**config.mk**
```make
export PLATFORM = sky130hd
export DESIGN_NAME = pixel_write_responder
export DESIGN_NICKNAME = d
export VERILOG_FILES = /design/src/rtl/pixel_write_responder.sv
export SDC_FILE = /design/constraint.sdc
export NUM_CORES = 1
export LEC_CHECK = 0
export BUFFER_PORTS_ARGS = -buffer_cell sky130_fd_sc_hd__buf_2
export CAP_MARGIN = 0
export CORE_ASPECT_RATIO = 1.75
export CORE_MARGIN = 5
export CORE_UTILIZATION = 55
export DETAILED_ROUTE_END_ITERATION = 8
export PLACE_DENSITY = 0.76
export SYNTH_ARGS = -nofsm -noshare
export SYNTH_HDL_FRONTEND = slang
export SYNTH_SLANG_ARGS = --single-unit
```
**constraint.sdc**
```tcl
create_clock -name clk -period 4.25 [get_ports clk]
set_input_delay 0.425 -clock clk [delete_from_list [all_inputs] [get_ports clk]]
set_output_delay 0.425 -clock clk [all_outputs]
set_load 0.1 [all_outputs]
```
**src/rtl/pixel_write_responder.sv**
```systemverilog
// Slave end of the pixel write bus: range-checks writes, drops the master's repeated
// transfer, queues words for the frame buffer and counts pixels per frame.
module pixel_write_responder #(
  parameter int unsigned FIFO_DEPTH   = 4,
  parameter logic [31:0] BASE_ADDR    = 32'h0000_0000,
  parameter int unsigned FRAME_PIXELS = 307200,
  parameter int unsigned FB_ADDR_W    = 19
) (
  input  logic                 clk,
  input  logic                 n_rst,
  input  logic [31:0]          write_address,
  input  logic [31:0]          write_data,
  input  logic                 write_enable,
  output logic                 wait_request,
  output logic [FB_ADDR_W-1:0] fb_addr,
  output logic [31:0]          fb_data,
  output logic                 fb_we,
  input  logic                 fb_ready,
  output logic [31:0]          pixel_count,
  output logic                 frame_done,
  output logic                 addr_error
);

  localparam int unsigned PTR_W      = $clog2(FIFO_DEPTH);
  localparam logic [32:0] END_ADDR   = {1'b0, BASE_ADDR} + (33'(FRAME_PIXELS) << 2);
  localparam logic [31:0] LAST_PIXEL = 32'(FRAME_PIXELS - 1);

  logic                 init;
  logic [PTR_W:0]       wr_ptr;
  logic [PTR_W:0]       rd_ptr;
  logic [FB_ADDR_W-1:0] mem_addr [FIFO_DEPTH];
  logic [31:0]          mem_data [FIFO_DEPTH];
  logic                 prev_acc;
  logic [31:0]          prev_address;
  logic [31:0]          prev_data;

  logic                 fifo_full;
  logic                 fifo_empty;
  logic                 accept;
  logic                 dup;
  logic                 in_range;
  logic                 push;
  logic                 pop;
  logic [FB_ADDR_W-1:0] word_addr;

  assign fifo_empty = (wr_ptr == rd_ptr);
  assign fifo_full  = (wr_ptr[PTR_W] != rd_ptr[PTR_W]) &&
                      (wr_ptr[PTR_W-1:0] == rd_ptr[PTR_W-1:0]);

  // Registered-only stall path keeps the master's timing clean.
  assign wait_request = ~init | fifo_full;
  assign accept       = write_enable & ~wait_request;

  // The master repeats a transfer for one extra cycle; identical back-to-back accepts collapse.
  assign dup = prev_acc & (write_address == prev_address) & (write_data == prev_data);

  assign in_range = ({1'b0, write_address} >= {1'b0, BASE_ADDR}) &&
                    ({1'b0, write_address} <  END_ADDR) &&
                    (write_address[1:0] == 2'b00);

  assign word_addr = FB_ADDR_W'((write_address - BASE_ADDR) >> 2);
  assign push      = accept & ~dup & in_range;
  assign pop       = ~fifo_empty & fb_ready;

  assign fb_we   = ~fifo_empty;
  assign fb_addr = fifo_empty ? '0 : mem_addr[rd_ptr[PTR_W-1:0]];
  assign fb_data = fifo_empty ? '0 : mem_data[rd_ptr[PTR_W-1:0]];

  always_ff @(posedge clk) begin
    if (push) begin
      mem_addr[wr_ptr[PTR_W-1:0]] <= word_addr;
      mem_data[wr_ptr[PTR_W-1:0]] <= write_data;
    end
  end

  always_ff @(posedge clk or negedge n_rst) begin
    if (!n_rst) begin
      init         <= 1'b0;
      wr_ptr       <= '0;
      rd_ptr       <= '0;
      prev_acc     <= 1'b0;
      prev_address <= '0;
      prev_data    <= '0;
      pixel_count  <= '0;
      frame_done   <= 1'b0;
      addr_error   <= 1'b0;
    end else begin
      init       <= 1'b1;
      frame_done <= 1'b0;
      prev_acc   <= accept;
      if (accept) begin
        prev_address <= write_address;
        prev_data    <= write_data;
      end
      if (accept && !dup && !in_range) addr_error <= 1'b1;
      if (push) wr_ptr <= wr_ptr + 1'b1;
      if (pop) begin
        rd_ptr <= rd_ptr + 1'b1;
        if (pixel_count == LAST_PIXEL) begin
          pixel_count <= '0;
          frame_done  <= 1'b1;
        end else begin
          pixel_count <= pixel_count + 32'd1;
        end
      end
    end
  end

endmodule

```
---- Yosys cells after proc, flatten, opt, wreduce, memory -nomap -nowiden ----
Memories as Yosys holds them, arrays and structs flattened.
Index checks and enable logic that the tools add are counted.
word-level totals
  flip-flop bits (word level) ............. 106
  RAM bits ................................ 204
  input port bits ......................... 68
  output and inout port bits .............. 87
  logic and storage cells ................. 46
  memories kept ........................... 2
memories
  memory    words  bits a word  read ports  clocked after Yosys merged registers in  write ports  line  RTL
  mem_data  4      32           1           0                                        1            32    logic [31:0] mem_data [FIFO_DEPTH];
  mem_addr  4      19           1           0                                        1            31    logic [FB_ADDR_W-1:0] mem_addr [FIFO_DEPTH];
cells by class
  add/sub/neg operators ................... 3
  order comparisons ....................... 1
  equal/unequal tests ..................... 6
  multiplexer cells ....................... 7
  bitwise operators ....................... 11
  reductions and logical operators ........ 7
operator list
  kind                     count
  $eq A32 B32 Y1           2
  $mux W32                 2
  $add A32 B1 Y32 const B  1
  $eq A32 B19 Y1 const B   1
  $lt A32 B21 Y1 const B   1
  $mux W19                 1
  $add A3 B1 Y3 const B    2
  $and A1 B1 Y1            6
  $logic_and A1 B1 Y1      4
  $mux W1                  4
  $not A1 Y1               4
  $eq A3 B3 Y1             1
  $eq A2 B2 Y1             1
  $logic_not A1 Y1         2
  $logic_not A2 Y1         1
  $ne A1 B1 Y1             1
  $or A1 B1 Y1             1

---- Longest topological paths before layout ----
Gate-level depths: netlist (run 1).
  word-level depth ........................ 9
  gate-level depth with buffers ........... 9
  gate-level depth less buffers ........... 7

---- Worst setup path before layout (run 1) ----
Ideal clock, no wire load.
  path type ............................... flip-flop to flip-flop
  start point ............................. reg rd_ptr[1]
  end point ............................... mem mem_addr[2][0], enable pin
  library setup time ...................... 0.414 ns
  arrival time ............................ 3.358 ns
  slack ................................... 0.478 ns
  stages on the path, launching flop included .. 9
  buffers on the path ..................... 2
  period minus slack after synthesis ...... 3.772 ns
  cell sequence ........................... dfrtp_1 -> buf_2 -> xor2_2 -> nor2_1 -> a21bo_1 -> or2_1 -> buf_2 -> a211oi_2 -> and2_1
on the way
  cells in the longest elaborated chain, start to end .. 9
RTL lines
  item                           line  RTL
  start, declared                30    logic [PTR_W:0] rd_ptr;
  start signal, assigned         98    rd_ptr <= rd_ptr + 1'b1;
  $eq A2 B2 Y1                   48    (wr_ptr[PTR_W-1:0] == rd_ptr[PTR_W-1:0]);
  $logic_and A1 B1 Y1            47    assign fifo_full = (wr_ptr[PTR_W] != rd_ptr[PTR_W]) &&
  $or A1 B1 Y1                   51    assign wait_request = ~init | fifo_full;
  named net wait_request         14    output logic wait_request,
  $not A1 Y1                     52    assign accept = write_enable & ~wait_request;
  $and A1 B1 Y1                  52
  $and A1 B1 Y1 (2 in a row)     62    assign push = accept & ~dup & in_range;
  $mux W1                        70    if (push) begin
  $mux W1 (implied by the code)  71    mem_addr[wr_ptr[PTR_W-1:0]] <= word_addr;
  end, declared                  31
The timed path passes the listed nets, and every way through them passes these cells.

---- Worst setup path after layout (run 1) ----
  start point ............................. reg rd_ptr[0]
  end point ............................... out fb_addr[15]
on the way
  cells in the longest elaborated chain, start to end .. 2
RTL lines
  item                                                   line  RTL
  $mem_v2 Z4 W19 / $eq A3 B3 Y1 (equally long branches)  -
  $mux W19 *                                             66    assign fb_addr = fifo_empty ? '0 : mem_addr[rd_ptr[PTR_W-1:0]];
  end, declared                                          15    output logic [FB_ADDR_W-1:0] fb_addr,
Every way passes the cells marked *; elsewhere a longest branch is shown, timed or not.

==> metrics.txt, run 1 <==
status=finished clean; CP Capture Type=primary output; DP Cell Count=about 1.3k; final setup TNS=0 ns; WL per Instance=22.2 um; post-synth cell types=48; Overflow after GRT=0; vias in the first global route=7992; layout cells sized above 1=33.0%; Post CTS Setup Buffer Count=0; Power Density=724 nW/um^2; H-tree levels=1; vias per cell=5.75; FFs w/ async S/R, synth=34.2%; CP cell instances=buf_4 > buf_4 > mux4_2 > nor2b_1 > buf_2; hold slack=between 0.1 and 0.15 ns; Yosys reg bits=310; initial antenna violation count=0; Setup crit start=rd_ptr[0]; CTS tree=yes; sequential fraction of the synthesis area=66.3%; Num CTS Buffers=27; HP Start=write_address[5]; largest net degree at the start of global routing=54; fin nets=1061; Rows=between 70 and 80; Final Max Tran Viols=0; Area growth, synth to finish=15.0%; initial DRC count=355; vias after detailed routing=roughly 7.6k; first-pass GRT wire length=45900 um; Final Non-Filler Cells=between 1k and 1.5k; RSZ-0062 raised after global routing=false; worst stage delay on the critical path=0.61 ns; Max Root-Sink Buffers=3; DP HPWL=20400 um; top-count cell post-synth=edfxtp_1; chip height=215 um; # port buffers=154; Critical Path Start Type=register; pre-CTS setup slack=0.698 ns; Starting Density=55.6%; Worst-Margin Slew=between 1 and 1.5 ns; worst path bufs/invs=3; final wirelength=around 29000 um; Most Frequent Cell on Critical Path=buf_4; dominant cells by area after synthesis=edfxtp_1 46%, dfrtp_1 20%, mux4_2 8.7%; GP Congestion=roughly 0.9; Crit-path slowest cell=buf_4; Post-synth EDFFs=204; syn avg cell area=~16 um^2; top post-synthesis cells by count=204 x edfxtp_1, 106 x dfrtp_1, 88 x nor2b_1, 61 x mux2_2, 51 x mux4_2; width of the die=between 100 and 150 um; reg2reg start=wr_ptr[1]; # IOs=155; CP top delay family=buffers and inverters; Crit Path Max Fanout=29; CP Data Arrival Time=just over 3 ns; Final WS setup=0.713 ns; Max Cap Viol=0; All-Layer GR Usage=between 20 and 25%; ys flop type=edfxtp_1; Final Setup Violations=0; clock sink count=310; highest clock rate=283 MHz; Static Leak=5.73 nW; Synth top area share=46.3%; Req. time, crit path=3.83 ns; Worst Clk Skew=0.0194 ns; Tmin final=3.54 ns; drt pass-1 iters=5; clk root buf=clkbuf_16; hold crit path type=in -> reg; final period utilization=between 80% and 90%; Tot Pwr=11.0 mW; Post-DRT Antenna Nets=0; Ant. Diodes=0; worst vdd ir=508 uV; Clock Latency Late Sink=between 0.5 and 0.6 ns; Ys Warns=0; Post-Syn Nets=891; core area=23800 um^2; Slew headroom=between 20% and 30%; crit path kind=reg -> out; Yosys top cell by area=edfxtp_1; clock slew at reported path FFs=0.07 ns; post-CTS sizing=0; synthesized instance count=817; final count of hold timing violations=0; die area=27400 um^2; synthesized area=13200 um^2; DR DRC count=0
## cells in the final DEF (no fill, tap or decap), types with 4 or more instances in the layout
cell type,synthesis,layout
and3_1,6,6
dfrtp_1,106,104
o21ai_0,6,6
nand3_1,14,14
and2_2,0,4
clkbuf_16,0,27
nor2b_1,88,88
and4_1,5,5
nand2_1,28,28
and2_1,10,6
xnor2_1,33,33
inv_1,13,13
edfxtp_1,204,204
a2111oi_0,5,5
nor4b_1,4,4
nor4_1,32,32
nand4_1,19,19
mux4_2,51,51
buf_4,6,12
mux2_2,61,61
buf_2,9,153
xor2_1,46,46
nor2_1,16,16
ha_1,6,6
clkbuf_8,0,6
clkinv_2,0,4
clkbuf_1,11,8
nor3_1,9,8
## logic make-up (layout without fill, tap and decap cells)
| kind of cell | Yosys count | in the layout | share of synthesized area, % |
|---|---|---|---|
| AOI/OAI and AO/OA | 24 | 24 | 1.44 |
| xor gates and xnor gates | 81 | 81 | 5.47 |
| adders and majority gates | 6 | 6 | 0.567 |
| buffers and inverters | 40 | 230 | 1.39 |
| DFF | 310 | 310 | 66.3 |
| muxes | 113 | 113 | 13.9 |
| other | 1 | 1 | 0.0283 |
| and+or+nand+nor | 242 | 242 | 10.9 |
## flip-flops by register name, summed over array words and instances, names as in the netlist, 3 cells and up
name,flops
mem_addr,76
pixel_count,32
wr_ptr,3
prev_data,32
mem_data,128
rd_ptr,3
prev_address,32
## metrics by stage
| step | util (%) | instance area [um^2] |
|---|---|---|
| 2_1_floorplan | - | 13200 |
| 3_3_place_gp | 60.4 | 14400 |
| 3_5_place_dp | 60.4 | 14400 |
| 4_1_cts | 63.9 | 15200 |
| 5_1_grt | 63.9 | 15200 |
| 6_report | 63.9 | 15200 |
## power by group
group / total (mW) / switching [mW] / internal [mW] / leakage [nW]
Clock: 2.30 / 1.02 / 1.27 / 0.410
Sequential: 3.71 / 0.211 / 3.50 / 3.12
Combinational: 5.01 / 3.79 / 1.22 / 2.20
## final cells by class
| class | count | area, um^2 |
|---|---|---|
| clock buffers | 41 | 788 |
| clock inverters | 8 | 37.5 |
| fillers | 1787 | 8610 |
| inverters | 14 | 52.6 |
| multi-input cells | 467 | 4290 |
| flip-flops and latches | 310 | 8780 |
| well taps | 308 | 385 |
| repair buffers | 167 | 886 |
## timing repair
item / in CTS / in global routing
endpoints found under the hold margin: 42 / 0
hold buffers: 1 / 0
endpoints found under the setup margin: 0 / 0
## routing by layer
layer | GRT usage [%] | vias up | share of wire, %
met5 | 0 | - | 0
met4 | 6.76 | 0 | 2.7
met3 | 2.71 | 54 | 4.8
met2 | 40.2 | 233 | 56
met1 | 26.2 | 3849 | 37
li1 | - | 3423 | -
## worst paths after layout
check | end | slack, ns | cells after the start
max in group asynchronous | rd_ptr[0] | 2.85 | 3
hold reg to reg | addr_error | 0.47 | 1
min in group asynchronous | wr_ptr[2] | 0.45 | 2
setup reg to reg | mem_data[1][0] | 0.80 | 7
hold / removal | mem_addr[3][3] | 0.14 | 1
setup / recovery | fb_addr[15] | 0.71 | 5
Power figures use the tool's default switching activity.
==> run 2: changes to the inputs <==
Clock period 4.25 ns to 3.3 ns, I/O delays scaled along.
==> run 2 against run 1 <==
Compared with the run above: design area up 1.1%; clock skew down 0.0092 ns; sequential share of layout area down 0.61 points; non-clock buffer count up 1; critical path depth down 1; hold slack worse by 0.10 ns; clock power up 37%; wire length down 1.0%; global-route usage down 0.20 points; flip-flop and latch count unchanged; first-iteration DRC count down 2.8%; die area unchanged; critical endpoint is now fb_addr[16]; highest routed layer unchanged.
==> metrics.txt, run 2 (synthesized netlist as in run 1, its figures left out) <==
# port buffers=154 (unchanged); hold slack=0.0388 ns (was 0.143 ns); highest clock rate=343 MHz; Crit Path Max Fanout=53 (was 29); Power Density=935 nW/um^2 (was 724 nW/um^2); Static Leak=5.79 nW (was 5.73 nW); Post CTS Setup Buffer Count=0 (unchanged); GP Congestion=0.954 (was 0.914); All-Layer GR Usage=21.6% (was 21.8%); DR DRC count=0 (unchanged); layout cells sized above 1=33.6% (was 33.0%); Overflow after GRT=0 (unchanged); Crit-path slowest cell=buf_4 (unchanged); DP HPWL=19700 um (was 20400 um); CTS tree=yes (unchanged); crit path kind=reg -> out (unchanged); CP cell instances=buf_4 > mux4_2 > nor2b_1 > buf_2 (was buf_4 > buf_4 > mux4_2 > nor2b_1 > buf_2); fin nets=1062 (was 1061); WL per Instance=21.9 um (was 22.2 um); Final Setup Violations=0 (unchanged); Worst-Margin Slew=0.912 ns (was 1.10 ns); Max Root-Sink Buffers=3 (unchanged); Post-CTS Hold Buffers=1 (unchanged); FILL cells=1706 (was 1787); CP Capture Type=primary output (unchanged); first-pass GRT wire length=45500 um (was 45900 um); Final Max Tran Viols=0 (unchanged); Sequential Area=8780 um^2 (unchanged); drt pass-1 iters=4 (was 5); Max Cap Viol=0 (unchanged); post-CTS sizing=0 (unchanged); Slew headroom=38.7% (was 26.9%); final setup TNS=0 ns (unchanged); vias after detailed routing=7514 (was 7559); CP top delay family=buffers and inverters (unchanged); Tmin final=2.91 ns; chip height=215 um (unchanged); final count of hold timing violations=0 (unchanged); Critical Path Start Type=register (unchanged); hold crit path type=in -> reg (unchanged); Post-DRT Antenna Nets=0 (unchanged); final period utilization=88.3%; worst stage delay on the critical path=0.61 ns (about the same); most common cell after layout, fill and taps aside=edfxtp_1 (unchanged); Num CTS Buffers=27 (unchanged); Rows=75 (unchanged); max reg flops=128 (unchanged); RSZ-0062 raised after global routing=false (unchanged); largest net degree at the start of global routing=60 (was 54); Final Util=64.6% (was 63.9%); width of the die=127 um (unchanged); final wirelength=28900 um (was 29200 um); CP Data Arrival Time=2.58 ns (was 3.11 ns); vias per cell=5.70 (was 5.75); die area=27400 um^2 (unchanged); clk root buf=clkbuf_16 (unchanged); Tot Pwr=14.4 mW (was 11.0 mW); H-tree levels=1 (unchanged); Clock Latency Late Sink=0.54 ns (about the same); Starting Density=55.6% (unchanged); most frequent cells in the layout=204 x edfxtp_1, 153 x buf_2, 104 x dfrtp_1 (unchanged); vias in the first global route=8100 (was 7992); worst path bufs/invs=2 (was 3); status=finished clean (unchanged); Worst Clk Skew=0.0102 ns (was 0.0194 ns); area of the multi-input gates=4290 um^2 (unchanged); core area=23800 um^2 (unchanged); clock slew at reported path FFs=0.07 ns (about the same); Req. time, crit path=2.97 ns (was 3.83 ns); initial DRC count=345 (was 355); clock sink count=310 (unchanged); # IOs=155 (unchanged); initial antenna violation count=3 (was 0); worst vdd ir=769 uV (was 508 uV); Area growth, synth to finish=16.2% (was 15.0%)
## run 2: changes by cell type in the layout (fill, tap and decap cells not counted)
cell,before,now
clkbuf_1,8,4
bufinv_16,0,2
clkbuf_8,6,5
inv_4,1,0
buf_4,12,6
clkinv_4,0,3
clkinvlp_4,0,1
clkinv_1,3,1
buf_12,1,8
clkinv_2,4,6
diode_2,0,3
## run 2: routing by layer
metal  global-route usage (%)  vias up  wire [um]  part of all wire (%)
li1                         -     3431          -                     -
met1                     25.5     3858      10700                    37
met2                     39.7      176      16200                    56
met3                     2.71       49       1170                   4.1
met4                     7.84        0        853                   2.9
met5                        0        -          0                     0
## run 2: final timing paths
kind | slack [ns] | from | depth (start not counted) | end
min | 0.04 | write_data[9] | 1 | mem_data[2][9]
min in group asynchronous | 0.37 | n_rst | 2 | pixel_count[5]
min reg2reg | 0.49 | addr_error | 1 | addr_error
max | 0.39 | rd_ptr[1] | 4 | fb_addr[16]
max in group asynchronous | 2.15 | n_rst | 3 | rd_ptr[0]
max reg2reg | 0.75 | rd_ptr[0] | 7 | mem_addr[3][3]
## run 2: area by class of cell
type                       instances  share of cell area (%)
clock inverter                    13                   0.829
timing repair buffer             168                    6.38
inverter                          14                   0.342
clock buffer                      36                    4.94
sequential                       310                    57.1
tap                              308                    2.50
multi-input combinational        467                    27.9
antenna                            3                  0.0488
## run 2: report_power, final
group,switching (mW),total (mW),internal (mW)
combinational,4.86,6.45,1.59
clock,1.37,3.14,1.78
sequential,0.278,4.78,4.50
## run 2: worst reg2reg max path, delay by kind of cell, from the launching register on
| family | cells | cell delay (ns) |
|---|---|---|
| AOI/OAI and AO/OA | 2 | 0.55 |
| xor gates and xnor gates | 1 | 0.24 |
| buffers and inverters | 1 | 0.31 |
| DFF | 1 | 0.50 |
| and+or+nand+nor | 3 | 0.58 |
## run 2: through the flow
| stage | setup WS [ns] | area, um^2 | std cells |
|---|---|---|---|
| 3_5_place_dp | 0.727 | 14500 | 1266 |
| 5_1_grt | 0.285 | 15400 | 1319 |
| 3_3_place_gp | 0.723 | 14500 | 1266 |
| 2_1_floorplan | 0.0675 | 13200 | 817 |
| 6_report | 0.388 | 15400 | 1319 |
| 4_1_cts | 0.331 | 15400 | 1316 |
==> run 3: changes to the inputs <==
Settings changed: GPL_TIMING_DRIVEN set to 0.
==> run 3 against run 2 <==
Compared with the run above: register-to-register slack got worse by 0.58 ns; design area is 0.33% lower; flip-flop and latch count did not move; core utilization decreased by 0.21 points; combinational power rose by 1%; hold slack better by 0.015 ns; via count grew 1.1%; sequential share of layout area is 0.15 points higher; critical path depth is 4 higher; die area is the same; total power down 1.0%; critical endpoint is now mem_data[1][20]; largest power group unchanged.
==> metrics.txt, run 3 (synthesized netlist as in run 1, its figures left out) <==
hold crit path type=in -> reg (unchanged); status=finished clean (unchanged); Sw Ratio=45.7% (was 45.2%); Rows=75 (unchanged); highest clock rate=319 MHz (was 343 MHz); Tmin final=3.13 ns (was 2.91 ns); final period utilization=95.0% (was 88.3%); DP HPWL=21000 um (was 19700 um); Worst Clk Skew=0.0127 ns (was 0.0102 ns); most frequent cells in the layout=204 x edfxtp_1, 160 x buf_2, 106 x dfrtp_1 (was 204 x edfxtp_1, 153 x buf_2, 104 x dfrtp_1); Max Cap Viol=0 (unchanged); busiest layer in global routing=met2 (unchanged); Clock Latency Late Sink=0.54 ns (about the same); core area=23800 um^2 (unchanged); largest net degree at the start of global routing=56 (was 60); Post-DP Area=14500 um^2 (about the same); worst vdd ir=702 uV (was 769 uV); vias after detailed routing=7600 (was 7514); GR Layer Usage met3=2.56% (was 2.71%); most common cell after layout, fill and taps aside=edfxtp_1 (unchanged); layout cells sized above 1=32.6% (was 33.6%); Net Switching=6.50 mW (about the same); CTS tree=yes (unchanged); clock slew at reported path FFs=0.07 ns (about the same); Area growth, synth to finish=15.8% (was 16.2%); GP Congestion=0.931 (was 0.954); first-pass GRT wire length=45600 um (was 45500 um); final setup TNS=0 ns (unchanged); Post-DRT Antenna Nets=0 (unchanged); Pint=7.73 mW (was 7.87 mW); Post CTS Setup Buffer Count=0 (unchanged); chip height=215 um (unchanged); H-tree levels=1 (unchanged); Power Density=928 nW/um^2 (was 935 nW/um^2); Final Util=64.3% (was 64.6%); final wirelength=29400 um (was 28900 um); DR DRC count=0 (unchanged); Comb pwr share=45.9% (was 44.9%); clock sink count=310 (unchanged); fin nets=1077 (was 1062); CP Capture Type=register (was primary output); max reg flops=128 (unchanged); Final Max Tran Viols=0 (unchanged); Slew headroom=42.0% (was 38.7%); Final Setup Violations=0 (unchanged); Req. time, crit path=3.46 ns (was 2.97 ns); met1 usage=24.6% (was 25.5%); Max Root-Sink Buffers=3 (unchanged); crit path kind=reg -> reg (was reg -> out); # port buffers=154 (unchanged); initial antenna violation count=1 (was 3); # IOs=155 (unchanged); Critical Path Start Type=register (unchanged); Worst-Margin Slew=0.863 ns (was 0.912 ns); initial DRC count=392 (was 345); width of the die=127 um (unchanged); final count of hold timing violations=0 (unchanged); clk root buf=clkbuf_16 (unchanged); Overflow after GRT=0 (unchanged); RSZ-0062 raised after global routing=false (unchanged); All-Layer GR Usage=21.7% (was 21.6%); vias in the first global route=8162 (was 8100); power share of the clock group=20.6% (was 21.9%); Static Leak=5.76 nW (was 5.79 nW); WL per Instance=22.1 um (was 21.9 um); CP Data Arrival Time=3.29 ns (was 2.58 ns); cell area after layout=15300 um^2 (was 15400 um^2); Starting Density=55.6% (unchanged); Num CTS Buffers=27 (unchanged); drt pass-1 iters=4 (unchanged); met2 global-route usage=41.7% (was 39.7%); Crit Path Max Fanout=51 (was 53); Reg power frac=33.5% (was 33.3%); die area=27400 um^2 (unchanged); vias per cell=5.71 (was 5.70)
==> run 3: power groups by stage <==
stage / sequential [mW] / combinational, mW / clock (mW)
floorplan: 5.03 / 5.09 / 0
global placement: 4.82 / 6.49 / 0
detailed placement: 4.84 / 6.55 / 0
CTS: 4.76 / 6.58 / 2.99
global route: 4.81 / 6.83 / 3.15
finish: 4.76 / 6.54 / 2.93
==> run 3: layout make-up <==
cell class / count / area, um^2
flip-flops and latches: 310 / 8780
clock buffers: 42 / 773
well taps: 308 / 385
diodes: 1 / 2.50
inverters: 14 / 52.6
plain buffers: 25 / 135
repair buffers: 158 / 842
fillers: 1773 / 8500
multi-input cells: 467 / 4330
clock inverters: 7 / 36.3
==> run 3: worst paths after layout <==
path	start	end	slack [ns]	depth (start not counted)
setup / recovery	rd_ptr[0]	mem_data[1][20]	0.17	8
hold / removal	write_data[7]	mem_data[1][7]	0.05	1
setup reg to reg	rd_ptr[0]	mem_data[1][20]	0.17	8
hold reg to reg	addr_error	addr_error	0.46	1
max in group asynchronous	n_rst	prev_address[5]	2.14	3
min in group asynchronous	n_rst	pixel_count[12]	0.43	2
==> run 3: what timing repair did <==
item	CTS	global route
setup endpoints to repair	151	176
hold endpoints to repair	54	0
pin swaps	0	2
gates resized for setup	5	8
hold buffers	1	0
==> run 3: worst max-delay path, cell delays in order, from the launching register on <==
cell and delay (ns):
dfrtp_1 0.36, clkbuf_4 0.28, xor2_4 0.24, nor2_1 0.07
a21bo_1 0.20, or2_1 0.23, buf_2 0.21, a211oi_4 0.36
and2_4 0.76
==> run 3: metal layers <==
layer,vias to the layer above,share of wire [%]
met3,36,4.6
li1,3469,-
met1,3889,35
met5,-,0
met4,0,2.1
met2,206,58
==> run 3: per-stage QoR <==
stage / hold WS, ns / cells / power [mW] / setup WS (ns)
4_1_cts: 0.0345 / 1332 / 14.3 / 0.0290
3_3_place_gp: 0.437 / 1279 / 11.3 / -0.396
6_report: 0.0543 / 1332 / 14.2 / 0.166
3_5_place_dp: 0.438 / 1282 / 11.4 / -0.457
5_1_grt: 0.0487 / 1332 / 14.8 / 0.0341
2_1_floorplan: 0.0344 / 817 / 10.1 / 0.0675
